--- config.mk ---
export PLATFORM = sky130hd
export DESIGN_NAME = tron_turn_ctrl
export DESIGN_NICKNAME = d
export VERILOG_FILES = /design/src/rtl/tron_pkg.sv /design/src/rtl/tron_turn_fifo.sv /design/src/rtl/tron_turn_ctrl.sv
export SDC_FILE = /design/constraint.sdc
export NUM_CORES = 1
export LEC_CHECK = 0
export ABC_AREA = 1
export BUFFER_PORTS_ARGS = -buffer_cell sky130_fd_sc_hd__buf_4
export CORE_MARGIN = 3
export CORE_UTILIZATION = 55
export CTS_BUF_LIST = sky130_fd_sc_hd__clkbuf_4 sky130_fd_sc_hd__clkbuf_8
export DETAILED_ROUTE_END_ITERATION = 7
export PLACE_DENSITY = 0.86
export SLEW_MARGIN = 10
export SYNTH_ARGS = -nofsm -noshare
export SYNTH_HDL_FRONTEND = slang
export SYNTH_SLANG_ARGS = --single-unit
--- constraint.sdc ---
create_clock -name clock -period 4.7 [get_ports clock]
set_input_delay 0.94 -clock clock [delete_from_list [all_inputs] [get_ports clock]]
set_output_delay 0.94 -clock clock [all_outputs]
set_load 0.03 [all_outputs]
--- src/rtl/tron_pkg.sv ---
// Shared types and helpers for the Tron turn controller.
//   heading_t    : 2-bit compass heading, 0=N 1=E 2=S 3=W
//   turn_t       : relative turn request stored in the per-player FIFOs
//   game_state_t : game run state owned by tron_turn_ctrl
//   turn_apply   : heading after applying one relative turn (mod-4 wrap)
package tron_pkg;

    typedef enum logic [1:0] {
        HEAD_N = 2'd0,
        HEAD_E = 2'd1,
        HEAD_S = 2'd2,
        HEAD_W = 2'd3
    } heading_t;

    typedef enum logic {
        TURN_L = 1'b0,
        TURN_R = 1'b1
    } turn_t;

    typedef enum logic [1:0] {
        IDLE = 2'd0,
        RUN  = 2'd1,
        HALT = 2'd2
    } game_state_t;

    // Right turn is +1, left turn is -1; the 2-bit arithmetic gives the
    // 3->0 and 0->3 wrap for free.
    function automatic heading_t turn_apply(input heading_t h, input turn_t t);
        logic [1:0] n;
        if (t == TURN_R) n = h + 2'd1;
        else             n = h - 2'd1;
        return heading_t'(n);
    endfunction

endpackage

--- src/rtl/tron_turn_fifo.sv ---
// Per-player turn-request FIFO.
// Ports:
//   clock, reset_n : clock and asynchronous active-low reset
//   flush          : empties the FIFO (takes priority over push/pop)
//   push/push_data : enqueue request; ignored when full unless popping too
//   pop            : dequeue head; ignored when empty
//   pop_data       : current head entry (valid when !empty)
//   empty, full    : occupancy flags
module tron_turn_fifo
    import tron_pkg::*;
#(
    parameter int FIFO_DEPTH = 2
) (
    input  logic  clock,
    input  logic  reset_n,
    input  logic  flush,
    input  logic  push,
    input  turn_t push_data,
    input  logic  pop,
    output turn_t pop_data,
    output logic  empty,
    output logic  full
);

    localparam int PW = $clog2(FIFO_DEPTH);
    localparam int CW = PW + 1;

    logic [PW-1:0] rd_ptr;
    logic [PW-1:0] wr_ptr;
    logic [CW-1:0] count;
    turn_t         mem [FIFO_DEPTH];
    logic          do_pop;
    logic          do_push;

    assign empty    = (count == '0);
    assign full     = (count == CW'(FIFO_DEPTH));
    assign pop_data = mem[rd_ptr];

    // A pop on empty does nothing, so a same-cycle push is simply stored.
    // A push on full is accepted only when a pop frees the head slot.
    assign do_pop  = pop & ~empty;
    assign do_push = push & (~full | do_pop);

    always_ff @(posedge clock or negedge reset_n) begin
        if (!reset_n) begin
            rd_ptr <= '0;
            wr_ptr <= '0;
            count  <= '0;
        end else if (flush) begin
            rd_ptr <= '0;
            wr_ptr <= '0;
            count  <= '0;
        end else begin
            if (do_pop)  rd_ptr <= rd_ptr + 1'b1;
            if (do_push) wr_ptr <= wr_ptr + 1'b1;
            count <= count + CW'(do_push) - CW'(do_pop);
        end
    end

    // Storage carries no reset; occupancy alone decides what is valid.
    always_ff @(posedge clock) begin
        if (do_push && !flush) mem[wr_ptr] <= push_data;
    end

endmodule

--- src/rtl/tron_turn_ctrl.sv ---
// Tron light-cycle turn controller: turns debounced button presses into
// tick-aligned heading updates for two players and owns the IDLE/RUN/HALT
// game state.
// Ports:
//   clock, reset_n        : clock, asynchronous active-low reset
//   btn_left, btn_right   : debounced button levels, bit p = player p
//   tick                  : game-step strobe; pops one turn per player
//   crash                 : collision strobe, RUN -> HALT
//   new_game              : return to IDLE, reload headings, flush queues
//   running               : high while in RUN
//   heading0, heading1    : current player headings (0=N 1=E 2=S 3=W)
//   turned                : per-player pulse, heading changed this cycle
//   dropped               : per-player pulse, request lost to a full FIFO
// Optional build macro TRON_AUTOREPEAT_EN: a button held in RUN emits an
// extra request every REPEAT_TICKS ticks.
module tron_turn_ctrl
    import tron_pkg::*;
#(
    parameter int         FIFO_DEPTH    = 2,
    parameter logic [1:0] INIT_HEADING0 = 2'd1,
    parameter logic [1:0] INIT_HEADING1 = 2'd3,
    parameter int         REPEAT_TICKS  = 8
) (
    input  logic       clock,
    input  logic       reset_n,
    input  logic [1:0] btn_left,
    input  logic [1:0] btn_right,
    input  logic       tick,
    input  logic       crash,
    input  logic       new_game,
    output logic       running,
    output logic [1:0] heading0,
    output logic [1:0] heading1,
    output logic [1:0] turned,
    output logic [1:0] dropped
);

    if (FIFO_DEPTH < 2 || FIFO_DEPTH > 8 || (FIFO_DEPTH & (FIFO_DEPTH - 1)) != 0) begin : g_bad_depth
        $error("tron_turn_ctrl: FIFO_DEPTH must be a power of two in 2..8");
    end
    if (REPEAT_TICKS < 1) begin : g_bad_repeat
        $error("tron_turn_ctrl: REPEAT_TICKS must be at least 1");
    end

    game_state_t state;
    heading_t    heading [2];
    logic [1:0]  prev_left;
    logic [1:0]  prev_right;
    logic [1:0]  rise_l;
    logic [1:0]  rise_r;
    logic [1:0]  rep_l;
    logic [1:0]  rep_r;
    logic [1:0]  req_l;
    logic [1:0]  req_r;
    logic        run_active;
    logic        flush;
    logic [1:0]  push;
    logic [1:0]  pop;
    logic [1:0]  do_pop;
    logic [1:0]  drop_now;
    logic [1:0]  empty;
    logic [1:0]  full;
    turn_t       push_data [2];
    turn_t       pop_data  [2];

    assign rise_l = btn_left  & ~prev_left;
    assign rise_r = btn_right & ~prev_right;

    // new_game overrides everything else in the cycle it arrives.
    assign run_active = (state == RUN) && !new_game;
    assign flush      = (state != RUN) || new_game;

`ifdef TRON_AUTOREPEAT_EN
    localparam int RW = $clog2(REPEAT_TICKS + 1);

    logic [RW-1:0] rep_cnt_l [2];
    logic [RW-1:0] rep_cnt_r [2];

    always_comb begin
        rep_l = '0;
        rep_r = '0;
        for (int p = 0; p < 2; p++) begin
            rep_l[p] = run_active && tick && btn_left[p]  && (rep_cnt_l[p] == RW'(REPEAT_TICKS - 1));
            rep_r[p] = run_active && tick && btn_right[p] && (rep_cnt_r[p] == RW'(REPEAT_TICKS - 1));
        end
    end

    // Tick counters per held button; restart after each repeat request.
    always_ff @(posedge clock or negedge reset_n) begin
        if (!reset_n) begin
            for (int p = 0; p < 2; p++) begin
                rep_cnt_l[p] <= '0;
                rep_cnt_r[p] <= '0;
            end
        end else begin
            for (int p = 0; p < 2; p++) begin
                if (!run_active || !btn_left[p]) rep_cnt_l[p] <= '0;
                else if (tick)                   rep_cnt_l[p] <= rep_l[p] ? '0 : rep_cnt_l[p] + 1'b1;
                if (!run_active || !btn_right[p]) rep_cnt_r[p] <= '0;
                else if (tick)                    rep_cnt_r[p] <= rep_r[p] ? '0 : rep_cnt_r[p] + 1'b1;
            end
        end
    end
`else
    assign rep_l = '0;
    assign rep_r = '0;
`endif

    assign req_l = rise_l | rep_l;
    assign req_r = rise_r | rep_r;

    // Simultaneous left and right requests cancel each other silently.
    assign push     = {2{run_active}} & (req_l ^ req_r);
    assign pop      = {2{run_active && tick}};
    assign do_pop   = pop & ~empty;
    assign drop_now = push & full & ~do_pop;

    for (genvar p = 0; p < 2; p++) begin : g_player
        assign push_data[p] = req_l[p] ? TURN_L : TURN_R;

        tron_turn_fifo #(
            .FIFO_DEPTH(FIFO_DEPTH)
        ) u_fifo (
            .clock    (clock),
            .reset_n  (reset_n),
            .flush    (flush),
            .push     (push[p]),
            .push_data(push_data[p]),
            .pop      (pop[p]),
            .pop_data (pop_data[p]),
            .empty    (empty[p]),
            .full     (full[p])
        );
    end

    always_ff @(posedge clock or negedge reset_n) begin
        if (!reset_n) begin
            state      <= IDLE;
            heading[0] <= heading_t'(INIT_HEADING0);
            heading[1] <= heading_t'(INIT_HEADING1);
            prev_left  <= '0;
            prev_right <= '0;
            turned     <= '0;
            dropped    <= '0;
        end else begin
            prev_left  <= btn_left;
            prev_right <= btn_right;
            turned     <= '0;
            dropped    <= '0;
            if (new_game) begin
                state      <= IDLE;
                heading[0] <= heading_t'(INIT_HEADING0);
                heading[1] <= heading_t'(INIT_HEADING1);
            end else begin
                case (state)
                    IDLE: begin
                        // The starting press only launches the game.
                        if ((rise_l | rise_r) != '0) state <= RUN;
                    end
                    RUN: begin
                        for (int p = 0; p < 2; p++) begin
                            if (do_pop[p]) begin
                                heading[p] <= turn_apply(heading[p], pop_data[p]);
                                turned[p]  <= 1'b1;
                            end
                        end
                        dropped <= drop_now;
                        if (crash) state <= HALT;
                    end
                    HALT: begin
                        state <= HALT;
                    end
                    default: state <= IDLE;
                endcase
            end
        end
    end

    assign running  = (state == RUN);
    assign heading0 = heading[0];
    assign heading1 = heading[1];

endmodule
### Word-level counts from Yosys, hierarchy flattened

Memory sizes are Yosys's and may differ from the RTL's.
Index checks and enable logic that the tools add are counted.

| word-level totals | value |
|---|---|
| register bits after elaboration | 22 |
| output and inout port bits | 9 |
| memories | 2 |
| memory bits (writable) | 4 |
| input bits | 9 |

Memories:

| memory | depth | width | read ports | clocked after Yosys merged registers in | wr ports | RTL line | RTL |
|---|---|---|---|---|---|---|---|
| g_player[0].u_fifo.mem | 2 | 1 | 1 | 0 | 1 | tron_turn_fifo.sv:31 | `turn_t mem [FIFO_DEPTH];` |
| g_player[1].u_fifo.mem | 2 | 1 | 1 | 0 | 1 | tron_turn_fifo.sv:31 |  |

| operators by class | value |
|---|---|
| bitwise gates (word level) | 22 |
| $add $sub $neg | 12 |
| reductions and logical operators | 21 |
| mux-type cells | 32 |
| eq/ne operators | 7 |

Operators by type and width:

| cell | number |
|---|---|
| 2-bit 2-to-1 mux | 13 |
| 1-bit 2-to-1 mux | 16 |
| 2-bit nonzero test | 8 |
| 2-bit bitwise AND | 6 |
| 4-bit 2-to-1 mux | 2 |
| 2-bit inverter | 4 |
| 2-bit == test, second input constant | 3 |
| 2-bit zero test | 3 |
| 3-bit != test, second input constant | 2 |
| 2-bit one-hot mux with 3 select lines | 1 |
| 2-bit AND reduction | 3 |
| 1-bit adder, second input constant | 4 |
| 2-bit by 1-bit adder with 2-bit output | 2 |
| 2-bit by 1-bit adder with 2-bit output, second input constant | 2 |
| 1-bit bitwise AND | 4 |
| 1-bit logical AND | 4 |
| 1-bit inverter | 4 |
| 2-bit by 1-bit subtractor with 2-bit output | 2 |
| 2-bit by 1-bit subtractor with 2-bit output, second input constant | 2 |
| 2-bit by 1-bit == test with 1-bit output, second input constant | 1 |
| 1-bit zero test | 2 |
| 2-bit by 1-bit != test with 1-bit output, second input constant | 1 |
| 1-bit OR | 2 |
| 2-bit OR | 1 |
| other kinds (2) | 2 |

### Logic depth before layout (Yosys ltp)

| depth | value |
|---|---|
| word-level depth | 9 |
| mapped depth | 11 |

### Cells and area by module

A second synthesis with hierarchy kept.

| unflattened totals | value |
|---|---|
| cells, all modules | 175 |
| area, all modules | 1367.6 sq um |

By module, submodules not included:

| module | instances | area an instance (sq um) | cells an instance |
|---|---|---|---|
| tron_turn_ctrl | 1 | 704.4 | 87 |
| tron_turn_fifo | 2 | 331.6 | 44 |

### Worst setup path before layout

OpenSTA, ideal clock, no wires.

| timing | value |
|---|---|
| kind | input port to flip-flop |
| from | input btn_left[0] |
| to | register g_player[0].u_fifo.count[0] |
| slack | 2.723 ns |
| data arrival time | 1.856 ns |
| stages | 9 |
| setup time | 0.120 ns |
| required time | 4.580 ns |
| path buffers | 0 |
| cells stage by stage | nand2_1 -> ha_1 -> inv_1 -> nor2_1 -> nand2_2 -> inv_1 -> ha_1 -> inv_1 -> nor2_1 |

| between the ends | value |
|---|---|
| cells in the longest elaborated chain, start to end | 7 |

Ends and longest elaborated chain:

| element | RTL line | RTL |
|---|---|---|
| start: declaration | tron_turn_ctrl.sv:26 | `input logic [1:0] btn_left,` |
| 2-bit bitwise AND | tron_turn_ctrl.sv:66 | `assign rise_l = btn_left & ~prev_left;` |
| 2-bit bitwise XOR | tron_turn_ctrl.sv:113 | `assign push = {2{run_active}} & (req_l ^ req_r);` |
| 2-bit bitwise AND | tron_turn_ctrl.sv:113 |  |
| 1-bit bitwise AND | tron_turn_fifo.sv:42 | `assign do_push = push & (~full \| do_pop);` |
| 2-bit by 1-bit adder with 2-bit output | tron_turn_fifo.sv:56 | `count <= count + CW'(do_push) - CW'(do_pop);` |
| 2-bit by 1-bit subtractor with 2-bit output | tron_turn_fifo.sv:56 |  |
| 2-bit 2-to-1 mux | tron_turn_fifo.sv:49 | `end else if (flush) begin` |
| end signal: assignment | tron_turn_fifo.sv:56 |  |
| end: declaration | tron_turn_fifo.sv:30 | `logic [CW-1:0] count;` |

No other way between the ends.
A chain may end at the register's enable or synchronous reset.

### Worst setup path after layout

| timing | value |
|---|---|
| from | register state[1] |
| to | output running |

| between the ends | value |
|---|---|
| cells in the longest elaborated chain, start to end | 1 |

Ends and longest elaborated chain:

| element | RTL line | RTL |
|---|---|---|
| start: declaration | tron_turn_ctrl.sv:45 | `game_state_t state;` |
| start signal: assignment | tron_turn_ctrl.sv:138 | `state <= IDLE;` |
| start signal: assignment | tron_turn_ctrl.sv:151 | `state <= IDLE;` |
| start signal: assignment | tron_turn_ctrl.sv:158 | `if ((rise_l \| rise_r) != '0) state <= RUN;` |
| 2-bit by 1-bit == test with 1-bit output | tron_turn_ctrl.sv:179 | `assign running = (state == RUN);` |
| end: declaration | tron_turn_ctrl.sv:31 | `output logic running,` |

No other way between the ends.

==> results.cfg <==
[outcome]
status = finished clean

[drt]
ant_nets = 0
dr_total_vias = 959
viasPerCell = 4.969
drt-wirelength-per-cell_um = 11.63
drt-initial-drc-count = 18
wirelength_um = 2244
firstDrtPassIters = 4
remaining_drc_errors = 0

[sta]
final-max-slew-violation-count = 0
tns_ns = 0
finClkSkew_ns = 0.004404
period_needed_ns = 2.199
grt_setup_unrepaired = no
hold_viol = 0
worst_slew_pin_slew_ns = 0.2775
finalCritPeriodShare_pct = 46.79
slew_headroom_pct = 81.50
finalSetupViolCount = 0
setup_slack_ns = 2.501
fmax_mhz = 454.7

[yosys]
synth_compound_area_share_pct = 6.818
synth_top_family_by_area = simple AND/OR/NAND/NOR gates
ys_seq_area_share_pct = 53.26
ys_ff_latch = 26
synth-xor-area-share_pct = 2.767
synth_fa_ha_area_share_pct = 5.929
synthMuxAreaShare_pct = 0
yosysWarnings = 0
synthSimpleGateAreaFrac_pct = 22.63
postSynthAreaPerCell_um2 = 8.733
synthCells = 145
post_synth_num_cell_types = 19
netlist_area_um2 = 1266
synthesis.nets = 160

[worst_setup_path]
critPathKind = reg -> out
startpoint = state[1]$_DFFE_PN0P_
cp_max_fo = 4
timing.rr.start = state[1]$_DFFE_PN0P_
start_kind = register
end_kind = output pin
worstPathArrival_ns = 1.26
required_ns = 3.76

[die]
die_h_um = 53.98
die_area_um2 = 2914
rows = 16
start_util_pct = 61.41
io_pins = 18
coreArea_um2 = 2062
die_width_um = 53.98

[place]
dp_slack_ns = 2.494
routabilityCongestion = 0.7392
hpwl_um = 1714
dpl-instance-area_um2 = 1428
io_buffers = 17

[power]
combPwrFrac_pct = 24.5
finalPower_mw = 0.4660
switching_power_mw = 0.1463
seqPwrFrac_pct = 53.8
pwr-share-clk_pct = 21.7
p_per_area_nw_per_um2 = 319.7
switching_share_pct = 31.39
p_int_mw = 0.3197
p_leak_nw = 0.7357
ir_worst_vdd_mv = 0.3215

[cts]
cts_tree = done
cts_resized = 0
ctsHtreeMaxLevel = 1
clockRootBuffer = clkbuf_4
cts.sinks = 26
cts_buffers = 3
post_cts_buffers = 0
cts_hold_buffers = 0
clock_latency_ns = 0.31
cts_buffer_depth = 2
path_clk_slew_ns = 0.14

[finish]
final_cell_area_um2 = 1458
finalNetCount = 182
layout_common_cells = 27 x nand2_1, 26 x inv_1, 19 x dfrtp_1
area_delta_synth_final_pct = 15.12
final_layout_size_suffix_gt1_share_pct = 20.48
antenna_cells = 0
final_common_cell = nand2_1

[grt]
grt_pass1_wl_um = 4043
grt_max_degree = 23
grt_use_total_pct = 18.98
busiest_layer = met2
grtUsageMet2_pct = 34.27
grt_pass1_vias = 1018
met3_usage_pct = 3.324
antenna_found_initial = 0
grt_remaining_overflow = 0
met1_usage_pct = 22.82

[worst_hold_path]
hp-class = in -> async

[job]
maxCapViolations = 0
[registers in the layout, summed over array words and instances, names as in the netlist]
name,count
prev_left,2
g_player.u_fifo.mem,4
turned,2
prev_right,2
dropped,2
heading0,2
g_player.u_fifo.rd_ptr,2
g_player.u_fifo.wr_ptr,2
g_player.u_fifo.count,4
heading1,2
state,2
[cells in the mapped netlist]
library cell,n,area share [%]
dfrtp_1,19,38
nor2_4,1,0.89
o21ai_1,2,0.79
nor2_1,17,5.0
xnor2_1,2,1.4
nor3_1,2,0.79
nand2_2,4,2.0
a21oi_1,4,1.6
dfstp_2,3,6.2
ha_1,6,5.9
inv_1,26,7.7
edfxtp_1,4,9.5
nand3_1,13,5.1
nand3_2,1,0.79
xor2_1,2,1.4
nand2_1,27,8.0
o21ai_0,8,3.2
a21oi_4,1,1.3
inv_2,3,0.89
[final timing paths]
kind	to	slack (ns)	depth (start not counted)
hold reg to reg	state[1]$_DFFE_PN0P_	0.51	2
setup reg to reg	g_player[0].u_fifo.count[1]$_DFF_PN0_	2.92	10
hold / removal	heading0[1]$_DFFE_PN0P_	0.49	1
setup / recovery	running	2.50	3
min in group clock	state[1]$_DFFE_PN0P_	0.51	2
max in group asynchronous	heading1[1]$_DFFE_PN1P_	3.93	1
[per-stage QoR]
stage          utilization, %  hold WS, ns  cells
6_report                70.69       0.4870    193
5_1_grt                 70.69       0.4841    193
4_1_cts                 70.69       0.4849    193
3_5_place_dp            69.24       0.4772    189
3_3_place_gp            69.24       0.4744    189
2_1_floorplan               -       0.4530    145
[cell type report]
type	instances	area, um2
well taps	27	33.78
inverters	29	108.9
multi-input cells	90	483.0
flip-flops and latches	26	674.4
repair buffers	17	127.6
clock buffers	4	30.03
fillers	160	604.3
[per-layer routing]
layer  up-vias  share of wire [%]  routed length, um
li1        489                  -                  -
met1       451                 42                936
met2        17                 54               1217
met3         2                3.5                 79
met4         0               0.45                 10
met5         -                  0                  0
[kinds of logic (layout without fill, tap and decap cells)]
group                    count (synthesis)  in the layout
adder cells (fa/ha/maj)                  6              6
XOR/XNOR                                 4              4
flip-flops                              26             26
AO/OA/AOI/OAI                           15             15
buffers and inverters                   29             50
AND/OR/NAND/NOR                         65             65
[worst max-delay path: stages (launching register included)]
cell and delay [ns]:
dfrtp_1 0.40, inv_1 0.08, ha_1 0.27, buf_4 0.20
[power groups by stage]
| stage | clock network, mW | logic (mW) | registers (mW) |
|---|---|---|---|
| 2_1_floorplan | 0 | 0.0791 | 0.254 |
| 3_3_place_gp | 0 | 0.107 | 0.254 |
| 4_1_cts | 0.106 | 0.115 | 0.251 |
| 3_5_place_dp | 0 | 0.114 | 0.255 |
| 5_1_grt | 0.111 | 0.131 | 0.252 |
| 6_report | 0.101 | 0.114 | 0.251 |
No activity file was read; power rests on OpenSTA's default activity.
